File: src/rtl/sqrt_floor_iter_if.sv
// Start/done handshake bundle for the iterative floor-sqrt unit.
// The requester drives start/num; the unit returns status and the registered result.
interface sqrt_floor_iter_if #(
  parameter int unsigned WIDTH = 10
);
  localparam int unsigned ROOT_W = WIDTH / 2;

  logic              start;
  logic [WIDTH-1:0]  num;
  logic              busy;
  logic              done;
  logic [ROOT_W-1:0] sqrt;
  logic [ROOT_W:0]   rem;
  logic              exact;

  modport master (
    output start, num,
    input  busy, done, sqrt, rem, exact
  );

  modport slave (
    input  start, num,
    output busy, done, sqrt, rem, exact
  );
endinterface

File: src/rtl/sqrt_floor_iter.sv
// Iterative integer square root: one root bit per clock (restoring digit-by-digit),
// producing floor(sqrt(num)), the remainder and a perfect-square flag.
module sqrt_floor_iter #(
  parameter int unsigned WIDTH = 10
) (
  input  logic             clk,
  input  logic             rst,
  sqrt_floor_iter_if.slave bus
);
  localparam int unsigned ROOT_W = WIDTH / 2;
  localparam int unsigned REM_W  = ROOT_W + 2;
  localparam int unsigned CNT_W  = (ROOT_W > 1) ? $clog2(ROOT_W) : 1;

  if ((WIDTH < 2) || ((WIDTH % 2) != 0)) begin : g_bad_width
    $error("sqrt_floor_iter: WIDTH must be even and at least 2");
  end

  typedef enum logic [1:0] {
    IDLE = 2'd0,
    CALC = 2'd1,
    DONE = 2'd2
  } state_t;

  state_t            state;
  logic [WIDTH-1:0]  opnd;
  logic [ROOT_W-1:0] q;
  logic [REM_W-1:0]  r;
  logic [CNT_W-1:0]  cnt;

  logic [REM_W-1:0]  r_sh;
  logic [REM_W-1:0]  trial;
  logic [REM_W-1:0]  r_new;
  logic [ROOT_W-1:0] q_new;
  logic              fits;

  // One restoring step: bring down two operand bits and try subtracting (4q+1).
  always_comb begin
    r_sh  = {r[REM_W-3:0], opnd[WIDTH-1 -: 2]};
    trial = {q, 2'b01};
    fits  = (r_sh >= trial);
    r_new = fits ? (r_sh - trial) : r_sh;
    q_new = ROOT_W'({q, fits});
  end

  always_ff @(posedge clk) begin
    if (rst) begin
      state     <= IDLE;
      opnd      <= '0;
      q         <= '0;
      r         <= '0;
      cnt       <= '0;
      bus.busy  <= 1'b0;
      bus.done  <= 1'b0;
      bus.sqrt  <= '0;
      bus.rem   <= '0;
      bus.exact <= 1'b0;
    end else begin
      bus.done <= 1'b0;
      case (state)
        IDLE, DONE: begin
          if (bus.start) begin
            state    <= CALC;
            opnd     <= bus.num;
            q        <= '0;
            r        <= '0;
            cnt      <= CNT_W'(ROOT_W - 1);
            bus.busy <= 1'b1;
          end else begin
            state <= IDLE;
          end
        end
        CALC: begin
          opnd <= opnd << 2;
          q    <= q_new;
          r    <= r_new;
          // Last root bit resolved: publish the result; rem <= 2*sqrt fits ROOT_W+1 bits.
          if (cnt == '0) begin
            state     <= DONE;
            bus.busy  <= 1'b0;
            bus.done  <= 1'b1;
            bus.sqrt  <= q_new;
            bus.rem   <= r_new[ROOT_W:0];
            bus.exact <= (r_new == '0);
          end else begin
            cnt <= cnt - CNT_W'(1);
          end
        end
        default: state <= IDLE;
      endcase
    end
  end
endmodule
File: src/flat_wrapper.sv
// flat-port wrapper written by rule: the top's interface ports become plain ports
module sqrt_floor_iter_flat 
#(
  parameter int unsigned WIDTH = 10
)
  (clk, rst, bus_start, bus_num, bus_busy, bus_done, bus_sqrt, bus_rem, bus_exact);
  sqrt_floor_iter_if #(.WIDTH(WIDTH)) bus_i ();
  input  logic clk;
  input  logic rst;
  input wire logic [$bits(bus_i.start)-1:0] bus_start;
  input wire logic [$bits(bus_i.num)-1:0] bus_num;
  output wire logic [$bits(bus_i.busy)-1:0] bus_busy;
  output wire logic [$bits(bus_i.done)-1:0] bus_done;
  output wire logic [$bits(bus_i.sqrt)-1:0] bus_sqrt;
  output wire logic [$bits(bus_i.rem)-1:0] bus_rem;
  output wire logic [$bits(bus_i.exact)-1:0] bus_exact;
  assign bus_i.start = bus_start;
  assign bus_i.num = bus_num;
  assign bus_busy = bus_i.busy;
  assign bus_done = bus_i.done;
  assign bus_sqrt = bus_i.sqrt;
  assign bus_rem = bus_i.rem;
  assign bus_exact = bus_i.exact;
  sqrt_floor_iter #(.WIDTH(WIDTH)) u_core (.clk(clk), .rst(rst), .bus(bus_i));
endmodule
File: config.mk
export PLATFORM = sky130hd
export DESIGN_NAME = sqrt_floor_iter_flat
export DESIGN_NICKNAME = d
export VERILOG_FILES = /design/src/rtl/sqrt_floor_iter_if.sv /design/src/rtl/sqrt_floor_iter.sv /design/src/flat_wrapper.sv
export SDC_FILE = /design/constraint.sdc
export NUM_CORES = 1
export LEC_CHECK = 0
export CORE_MARGIN = 2
export CORE_UTILIZATION = 53
export CTS_BUF_LIST = sky130_fd_sc_hd__clkbuf_16
export DETAILED_ROUTE_END_ITERATION = 10
export PLACE_DENSITY_LB_ADDON = 0.3
export SLEW_MARGIN = 20
export SYNTH_ARGS = -nofsm -noshare
export SYNTH_HDL_FRONTEND = slang
export SYNTH_SLANG_ARGS = --single-unit
File: constraint.sdc
create_clock -name clk -period 2.3 [get_ports clk]
set_clock_uncertainty 0.1 [all_clocks]
set_input_delay 0.46 -clock clk [delete_from_list [all_inputs] [get_ports clk]]
set_output_delay 0.46 -clock clk [all_outputs]
set_load 0.02 [all_outputs]
==> results of run 1 <==
-- synthesized netlist by cell type (2+ instances only) --
cell type / count
buf_1: 2
a211oi_2: 2
o21ai_0: 5
nor2_1: 28
a211oi_1: 4
nor3b_1: 2
mux2_4: 2
nand2b_1: 4
or3_1: 5
nor4_1: 3
a21oi_1: 12
clkbuf_1: 7
xnor2_1: 2
o22ai_1: 8
mux2i_1: 2
inv_1: 13
nand2_1: 19
nor3_1: 12
buf_2: 2
o21a_1: 3
nor2b_1: 2
a22oi_1: 7
o211ai_1: 4
ha_1: 9
dfxtp_1: 39
and2_1: 2
-- through the flow --
| stage | hold WS [ns] | setup WS, ns |
|---|---|---|
| after floorplan | 0.345 | 0.224 |
| after global placement | 0.344 | 0.173 |
| after detailed placement | 0.349 | 0.111 |
| after CTS | 0.356 | 0.0996 |
| after global routing | 0.391 | 0.00268 |
| final | 0.352 | 0.0836 |
-- worst max path at each step --
stage | start | depth (start not counted) | end
after detailed placement | u_core.q[0]$_SDFFE_PP0P_ | 7 | u_core.bus.rem[2]$_SDFFE_PP0P_
final | u_core.q[0]$_SDFFE_PP0P_ | 7 | u_core.bus.rem[2]$_SDFFE_PP0P_
after global placement | u_core.q[0]$_SDFFE_PP0P_ | 7 | u_core.bus.rem[2]$_SDFFE_PP0P_
after CTS | u_core.q[0]$_SDFFE_PP0P_ | 7 | u_core.bus.rem[2]$_SDFFE_PP0P_
after global routing | u_core.q[0]$_SDFFE_PP0P_ | 7 | u_core.bus.rem[2]$_SDFFE_PP0P_
after floorplan | u_core.q[0]$_SDFFE_PP0P_ | 7 | u_core.bus.rem[2]$_SDFFE_PP0P_
-- cell type report --
type | count | share of cell area (%)
Timing Repair Buffer | 35 | 14.8
Inverter | 13 | 2.12
Clock buffer | 5 | 5.43
Sequential cell | 39 | 33.9
Tap cell | 46 | 2.50
Clock inverter | 2 | 0.380
Multi-Input combinational cell | 150 | 40.9
-- power by group --
part           leakage [nW]  total [mW]  internal, mW  switching, mW
clock network        0.0671       0.634         0.389          0.245
registers             0.319       0.772         0.732         0.0397
logic                 0.481       0.611         0.287          0.323
-- metal layers --
metal,up-vias,GRT usage [%],routed length [um]
met5,-,0,0
met4,0,7.22,7
met3,2,5.95,149
met2,31,35.1,1930
met1,709,27.1,1760
li1,821,-,-
-- logic make-up after synthesis --
kind of cell / after synthesis / share of synthesized area (%)
AND/OR/NAND/NOR: 80 / 20.4
buffers and inverters: 24 / 5.10
adder cells (fa/ha/maj): 9 / 6.20
flip-flops: 39 / 43.0
AO/OA/AOI/OAI: 54 / 21.1
XOR/XNOR: 3 / 1.45
multiplexers: 4 / 2.76
-- critical path, delay by kind of cell (launching register included) --
| kind | cells | cell delay, ns |
|---|---|---|
| AND/OR/NAND/NOR | 1 | 0.39 |
| multiplexers | 1 | 0.31 |
| adder cells (fa/ha/maj) | 1 | 0.22 |
| flip-flops | 1 | 0.37 |
| AO/OA/AOI/OAI | 3 | 0.67 |
| buffers and inverters | 1 | 0.06 |
-- flip-flops by register name, indices dropped and copies added (netlist names) --
signal	count
u_core.bus.busy	1
u_core.bus.done	1
u_core.bus.exact	1
u_core.bus.rem	6
u_core.bus.sqrt	5
u_core.cnt	3
u_core.opnd	10
u_core.q	5
u_core.r	5
u_core.state	2
==> flow_metrics.py, run 1 <==
metrics = {
    "layout": {
        "nets": 266,
        "regArea_um2": 781,
        "final_cells": 290,
        "antenna_cells": 0,
        "n_fill_cell": 280,
        "drive_gt1_share_pct": 9.02,
        "final_common_cell": "dfxtp_1",
        "multiInputGateArea_um2": 942,
        "post-route-util_pct": 69.6,
        "finalInstanceArea_um2": 2300,
        "area_growth_pct": 26.9,
        "final_cell_mix": "39 x dfxtp_1, 28 x nor2_1, 26 x clkdlybuf4s50_1",
    },
    "clock_network": {
        "postCtsHoldBufs": 0,
        "cts_made_buffers": 5,
        "clockRootBuffer": "clkbuf_16",
        "cts_resized": 0,
        "path_clk_slew_ns": 0.05,
        "cts_tree": "yes",
        "clk_latency_ns": 0.28,
        "cts_sinks": 39,
        "post_cts_buffers": 0,
        "clk_path_buf_depth": 2,
        "htreeDepth": 2,
    },
    "sta": {
        "max_freq_mhz": 451,
        "finalCritPeriodShare_pct": 96.4,
        "maxSlewHeadroom_pct": 67.0,
        "fin_crit_ns": 2.22,
        "slew_viol_final": 0,
        "tns_ns": 0,
        "grt_setup_unrepaired": "false",
        "hold_viol_final": 0,
        "worst_pin_slew_ns": 0.495,
        "setup_viol": 0,
    },
    "grt": {
        "grt_max_degree": 28,
        "grt.overflow.total": 0,
        "grt_usage_pct": 21.4,
        "antenna_found_initial": 0,
        "first_global_vias": 1455,
        "grt_pass1_wl_um": 6600,
    },
    "setup_path": {
        "end_kind": "register",
        "regToRegStartpoint": "u_core.q[0]$_SDFFE_PP0P_",
        "rrSetupSlack_ns": 0.08,
        "reg2reg_depth": 7,
        "cp_slowest_cell": "or3_1",
        "worst_setup_path_start_kind": "register",
        "criticalPathCategory": "register to register",
        "cp.arrival_ns": 2.31,
        "worstPathMaxFanout": 6,
        "path_cells": "inv_1, ha_1, or3_1, o22a_4, o21a_4, mux2_4, a211oi_2",
        "timing.rr.end": "u_core.bus.rem[2]$_SDFFE_PP0P_",
        "required_ns": 2.40,
        "critical_path.max_stage_delay_ns": 0.39,
    },
    "yosys": {
        "netlist_top_cells_area": "dfxtp_1 43%, ha_1 6.2%, nor2_1 5.8%",
        "synth_ff_type": "dfxtp_1",
        "synthArstFlopShare_pct": 0,
        "yosysTopAreaCellShare_pct": 43.0,
        "ys_warn_count": 0,
        "yosys.area.top_type": "dfxtp_1",
        "ys_ff_latch": 39,
        "syn_inst": 213,
        "synthesis.area_um2": 1820,
        "synth_edf_count": 0,
        "synth.net_count": 235,
        "ys_types": 39,
        "ys_seq_area_share_pct": 43.0,
        "avgSynthCellArea_um2": 8.52,
    },
    "routing": {
        "viasPerCell": 5.39,
        "postRouteAntennaNets": 0,
        "first_iter_violations": 119,
        "detail_route.wl_per_cell_um": 13.3,
        "totalWireLength_um": 3850,
        "drtPass1Iterations": 4,
        "drc_errors": 0,
        "num_vias": 1563,
    },
    "hold_path": {
        "hp-start": "u_core.bus.rem[1]$_SDFFE_PP0P_",
        "worstHoldPathCells": 2,
        "hold_class": "register to register",
        "hold_path_end": "u_core.bus.rem[1]$_SDFFE_PP0P_",
    },
    "die": {
        "io_pins": 27,
        "dieArea_um2": 3910,
        "rows": 21,
        "core_um2": 3310,
        "die_y_um": 62.5,
        "start_util_pct": 54.8,
        "fp.dieW_um": 62.5,
    },
    "power_and_ir_drop": {
        "vdd_drop_max_mv": 0.600,
        "p_leak_nw": 0.867,
        "powerDensity_nw_per_um2": 875,
        "p_total_mw": 2.02,
    },
    "place": {
        "post_dp_cell_area_um2": 2170,
        "place_congestion": 0.856,
        "dp.cells": 283,
        "hpwl_um": 2910,
        "portBuffers": 26,
    },
    "status": {
        "status": "finished clean",
    },
    "run": {
        "cap_viol_max_count": 0,
    },
}
Note: power is estimated with default switching activity, not from simulation.
==> run 2, diff against run 1 <==
--- a/config.mk
+++ b/config.mk
@@ -5,10 +5,10 @@
 export SDC_FILE = /design/constraint.sdc
 export NUM_CORES = 1
 export LEC_CHECK = 0
-export CORE_MARGIN = 2
-export CORE_UTILIZATION = 53
+export CORE_UTILIZATION = 47
 export CTS_BUF_LIST = sky130_fd_sc_hd__clkbuf_16
 export DETAILED_ROUTE_END_ITERATION = 10
+export GPL_ROUTABILITY_DRIVEN = 0
 export PLACE_DENSITY_LB_ADDON = 0.3
 export SLEW_MARGIN = 20
 export SYNTH_ARGS = -nofsm -noshare
==> run 2 against run 1 <==
- via count increased by 4.6%
- cell count up 1.7%
- count of clock-buffer cells in the layout is the same
- routed wire length grew 5.6%
- fmax increased by 0.88%
- sequential share of layout area fell by 0.47 points
- power up 6.6%
- die area grew 5.3%
- hold slack improved by 0.0029 ns
- critical endpoint unchanged
- largest power group unchanged
==> flow_metrics.py, run 2 (synthesis gave the netlist of run 1 again) <==
metrics = {
    "routing": {
        "drtPass1Iterations": 4,
        "detail_route.wl_per_cell_um": 13.8,
        "first_iter_violations": 85,
        "num_vias": 1635,
        "postRouteAntennaNets": 0,
        "totalWireLength_um": 4070,
        "viasPerCell": 5.54,
        "drc_errors": 0,
    },
    "die": {
        "core_um2": 3690,
        "rows": 22,
        "dieArea_um2": 4120,
        "start_util_pct": 49.2,
        "die_y_um": 64.2,
        "fp.dieW_um": 64.2,
        "io_pins": 27,
    },
    "setup_path": {
        "end_kind": "register",
        "required_ns": 2.40,
        "cp.arrival_ns": 2.30,
        "worst_setup_path_start_kind": "register",
        "criticalPathCategory": "register to register",
        "rrSetupSlack_ns": 0.10,
        "worstPathMaxFanout": 6,
    },
    "place": {
        "portBuffers": 26,
        "hpwl_um": 2960,
    },
    "layout": {
        "final_common_cell": "dfxtp_1",
        "drive_gt1_share_pct": 10.5,
        "n_fill_cell": 327,
        "largestRegisters": "u_core.opnd (10), u_core.bus.rem (6)",
        "nets": 268,
        "largest_register_ffs": 10,
        "area_growth_pct": 28.9,
        "largest-register": "u_core.opnd",
        "final_cell_mix": "38 x dfxtp_1, 28 x nor2_1, 26 x clkdlybuf4s50_1",
        "post-route-util_pct": 63.4,
        "antenna_cells": 0,
    },
    "grt": {
        "first_global_vias": 1544,
        "antenna_found_initial": 0,
        "grt_usage_pct": 21.9,
        "grt_max_degree": 17,
        "grt.overflow.total": 0,
        "grt_pass1_wl_um": 6800,
    },
    "power_and_ir_drop": {
        "vdd_drop_max_mv": 0.459,
        "p_seq_share_pct": 36.0,
        "combPwrFrac_pct": 28.4,
        "p_leak_nw": 0.887,
        "power.switching_uw": 622,
        "swShare_pct": 29.0,
        "clockPowerShare_pct": 35.6,
        "p_int_mw": 1.53,
        "powerDensity_nw_per_um2": 918,
    },
    "sta": {
        "max_freq_mhz": 455,
        "tns_ns": 0,
        "grt_setup_unrepaired": "false",
        "hold_viol_final": 0,
        "worst_pin_slew_ns": 0.505,
        "maxSlewHeadroom_pct": 66.3,
        "fin_crit_ns": 2.20,
        "slew_viol_final": 0,
        "finalCritPeriodShare_pct": 95.5,
        "setup_viol": 0,
    },
    "clock_network": {
        "clk_path_buf_depth": 2,
        "cts_tree": "yes",
        "path_clk_slew_ns": 0.05,
        "cts_made_buffers": 5,
        "post_cts_buffers": 0,
        "htreeDepth": 2,
        "cts_sinks": 39,
        "clk_latency_ns": 0.28,
        "clockRootBuffer": "clkbuf_16",
    },
    "status": {
        "status": "finished clean",
    },
    "run": {
        "cap_viol_max_count": 0,
    },
    "hold_path": {
        "hold_class": "register to register",
    },
}
[run 2: cell count changes in the layout (fill, tap and decap cells not counted)]
cell and delta:
dfxtp_2 +1, dfxtp_1 -1, buf_4 +3, bufinv_16 +1, buf_12 -1
[run 2: final cells by class]
class / count / area (um2) / share of cell area [%]
clock buffer: 5 / 125 / 5.35
clock inverter: 3 / 38.8 / 1.66
inverter: 13 / 48.8 / 2.09
multi-input combinational: 150 / 942 / 40.3
sequential: 39 / 782 / 33.4
tap: 48 / 60.1 / 2.57
timing repair buffer: 37 / 343 / 14.7
[run 2: worst paths after layout]
kind / cells past startpoint / startpoint / to
setup / recovery: 7 / u_core.q[1]$_SDFFE_PP0P_ / u_core.bus.rem[2]$_SDFFE_PP0P_
hold / removal: 2 / u_core.bus.sqrt[0]$_SDFFE_PP0P_ / u_core.bus.sqrt[0]$_SDFFE_PP0P_
hold reg to reg: 2 / u_core.bus.sqrt[0]$_SDFFE_PP0P_ / u_core.bus.sqrt[0]$_SDFFE_PP0P_
setup reg to reg: 7 / u_core.q[1]$_SDFFE_PP0P_ / u_core.bus.rem[2]$_SDFFE_PP0P_
[run 2: metal layers]
metal	global-route usage, %	part of all wire, %	routed length [um]	up-vias
met5	0	0	0	-
met4	13.3	2.5	101	0
met3	4.82	3.0	121	8
met2	37.9	50	2050	36
met1	24.4	44	1800	765
li1	-	-	-	826
[run 2: worst max-delay path: stages (launching register included)]
cell      delay [ns]
dfxtp_1         0.38
inv_1           0.06
ha_1            0.22
or3_1           0.37
o22a_4          0.22
o21a_4          0.26
mux2_4          0.31
a211oi_2        0.20
[run 2: power by group through the flow]
stage	sequential [mW]	combinational (mW)	clock, mW
after detailed placement	0.786	0.600	0
after CTS	0.772	0.610	0.777
after global placement	0.785	0.593	0
after floorplan	0.797	0.425	0
final	0.773	0.611	0.764
after global routing	0.779	0.663	0.803
[run 2: timing repair]
| action | in CTS | in global routing |
|---|---|---|
| endpoints found under the setup margin | 0 | 1 |
| hold buffers | 0 | 0 |
| resized for setup | 0 | 1 |
[run 2: metrics by stage]
stage | total power [mW] | setup WS (ns) | instances | instance area (um2) | hold WS [ns]
after global routing | 2.25 | 0.00808 | 295 | 2340 | 0.368
after floorplan | 1.22 | 0.224 | 213 | 1820 | 0.345
after detailed placement | 1.39 | 0.130 | 287 | 2170 | 0.349
final | 2.15 | 0.103 | 295 | 2340 | 0.354
after global placement | 1.38 | 0.174 | 287 | 2170 | 0.344
after CTS | 2.16 | 0.115 | 295 | 2340 | 0.357
==> run 3, diff against run 2 <==
--- a/config.mk
+++ b/config.mk
@@ -5,6 +5,7 @@
 export SDC_FILE = /design/constraint.sdc
 export NUM_CORES = 1
 export LEC_CHECK = 0
+export CORE_ASPECT_RATIO = 1.25
 export CORE_UTILIZATION = 47
 export CTS_BUF_LIST = sky130_fd_sc_hd__clkbuf_16
 export DETAILED_ROUTE_END_ITERATION = 10
==> run 3 against run 2 <==
- fmax increased by 0.30%
- count of clock-buffer cells in the layout unchanged
- via count increased by 0.98%
- register-to-register slack about the same
- setup slack improved by 0.0066 ns
- power increased by 0.92%
- hold slack got worse by 0.0020 ns
- sequential cell count unchanged
- clock power about the same
- non-clock buffer count unchanged
==> flow_metrics.py, run 3 (synthesis gave the netlist of run 1 again) <==
metrics = {
    "hold_path": {
        "hp-start": "u_core.bus.rem[1]$_SDFFE_PP0P_",
        "hold_class": "register to register",
    },
    "sta": {
        "worst_pin_slew_ns": 0.480,
        "setup_viol": 0,
        "hold_viol_final": 0,
        "maxSlewHeadroom_pct": 68.0,
        "grt_setup_unrepaired": "false",
        "max_freq_mhz": 457,
        "slew_viol_final": 0,
        "finalCritPeriodShare_pct": 95.2,
        "fin_crit_ns": 2.19,
        "tns_ns": 0,
    },
    "setup_path": {
        "cp_slowest_cell": "or3_1",
        "worstPathMaxFanout": 6,
        "end_kind": "register",
        "regToRegStartpoint": "u_core.r[1]$_SDFFE_PP0P_",
        "path_cells": "ha_1, or3_1, o22a_4, o21a_4, mux2_4, a211oi_2",
        "cp.arrival_ns": 2.29,
        "startpoint": "u_core.r[1]$_SDFFE_PP0P_",
        "critical_path.top_delay_family": "compound AO/OA/AOI/OAI gates",
        "path_buf_inv": 0,
        "critical_path.max_stage_delay_ns": 0.38,
        "criticalPathCategory": "register to register",
        "worst_setup_path_start_kind": "register",
        "required_ns": 2.40,
    },
    "routing": {
        "first_iter_violations": 64,
        "drc_errors": 0,
        "num_vias": 1651,
        "viasPerCell": 5.77,
        "postRouteAntennaNets": 0,
        "drtPass1Iterations": 6,
        "detail_route.wl_per_cell_um": 14.8,
        "totalWireLength_um": 4220,
    },
    "layout": {
        "final_common_cell": "dfxtp_1",
        "largestRegisters": "u_core.opnd (10), u_core.bus.rem (6)",
        "n_fill_cell": 315,
        "largest-register": "u_core.opnd",
        "nets": 268,
        "largest_register_ffs": 10,
        "drive_gt1_share_pct": 10.9,
        "antenna_cells": 0,
        "final_cell_mix": "37 x dfxtp_1, 28 x nor2_1, 26 x clkdlybuf4s50_1",
        "area_growth_pct": 29.0,
    },
    "clock_network": {
        "cts_resized": 0,
        "htreeDepth": 2,
        "cts_made_buffers": 5,
        "postCtsHoldBufs": 0,
        "cts_sinks": 39,
        "clk_path_buf_depth": 2,
        "post_cts_buffers": 0,
        "cts_tree": "yes",
        "path_clk_slew_ns": 0.06,
        "clockRootBuffer": "clkbuf_16",
        "clk_latency_ns": 0.28,
    },
    "run": {
        "cap_viol_max_count": 0,
    },
    "grt": {
        "antenna_found_initial": 0,
        "grt_pass1_wl_um": 7160,
        "grt_usage_pct": 23.1,
        "grt_max_degree": 23,
        "first_global_vias": 1581,
        "grt.overflow.total": 0,
    },
    "power_and_ir_drop": {
        "powerDensity_nw_per_um2": 926,
        "vdd_drop_max_mv": 0.579,
        "p_leak_nw": 0.891,
        "p_total_mw": 2.17,
    },
    "die": {
        "fp.dieW_um": 57.6,
        "dieArea_um2": 4120,
        "die_y_um": 71.5,
        "rows": 24,
        "core_um2": 3600,
        "start_util_pct": 50.4,
        "io_pins": 27,
    },
    "status": {
        "status": "finished clean",
    },
    "place": {
        "hpwl_um": 3000,
        "portBuffers": 26,
    },
}
==> run 3: cell count changes in the layout (fill, tap and decap cells not counted) <==
| cell | before | now |
|---|---|---|
| dfxtp_1 | 38 | 37 |
| buf_4 | 11 | 10 |
| buf_12 | 0 | 1 |
| dfxtp_2 | 1 | 2 |
==> run 3: area by class of cell <==
cell class                 count  area (um2)  area share [%]
timing repair buffer          37         355            15.2
multi-input combinational    150         942            40.2
sequential                    39         783            33.4
inverter                      13        48.8            2.08
tap                           39        48.8            2.08
clock buffer                   5         125            5.34
clock inverter                 3        38.8            1.66
==> run 3: through the flow <==
| stage | instances | cell area (um2) | util [%] | setup slack [ns] | hold slack, ns |
|---|---|---|---|---|---|
| 2_1_floorplan | 213 | 1820 | - | 0.224 | 0.345 |
| 5_1_grt | 286 | 2340 | 65.0 | 0.0307 | 0.368 |
| 6_report | 286 | 2340 | 65.0 | 0.110 | 0.352 |
| 4_1_cts | 286 | 2340 | 64.9 | 0.0753 | 0.354 |
| 3_5_place_dp | 278 | 2180 | 60.4 | 0.100 | 0.346 |
| 3_3_place_gp | 278 | 2180 | 60.4 | 0.179 | 0.342 |
==> run 3: routing by layer <==
layer  global-route usage (%)  part of all wire, %  vias up
met5                        0                    0        -
met4                     13.0                  2.8        0
met3                     5.23                  4.1       16
met2                     39.3                   51       53
met1                     26.5                   42      762
li1                         -                    -      820
==> run 3: path summary, 6_finish.rpt <==
path                                                        to  slack, ns  cells past startpoint
worst max-delay path            u_core.bus.rem[2]$_SDFFE_PP0P_       0.11                      6
worst min register to register  u_core.bus.rem[1]$_SDFFE_PP0P_       0.35                      2
worst max register to register  u_core.bus.rem[2]$_SDFFE_PP0P_       0.11                      6
worst min-delay path            u_core.bus.rem[1]$_SDFFE_PP0P_       0.35                      2
==> run 3: worst reg2reg max path, stage by stage (launching register included) <==
cell and delay, ns:
dfxtp_1 0.36, ha_1 0.26, or3_1 0.38, o22a_4 0.23, o21a_4 0.26, mux2_4 0.31
a211oi_2 0.21
==> run 3: where the power goes <==
part | internal [mW] | switching [mW] | leakage, nW
sequential | 0.732 | 0.0416 | 0.320
clock | 0.505 | 0.261 | 0.0812
combinational | 0.291 | 0.337 | 0.490
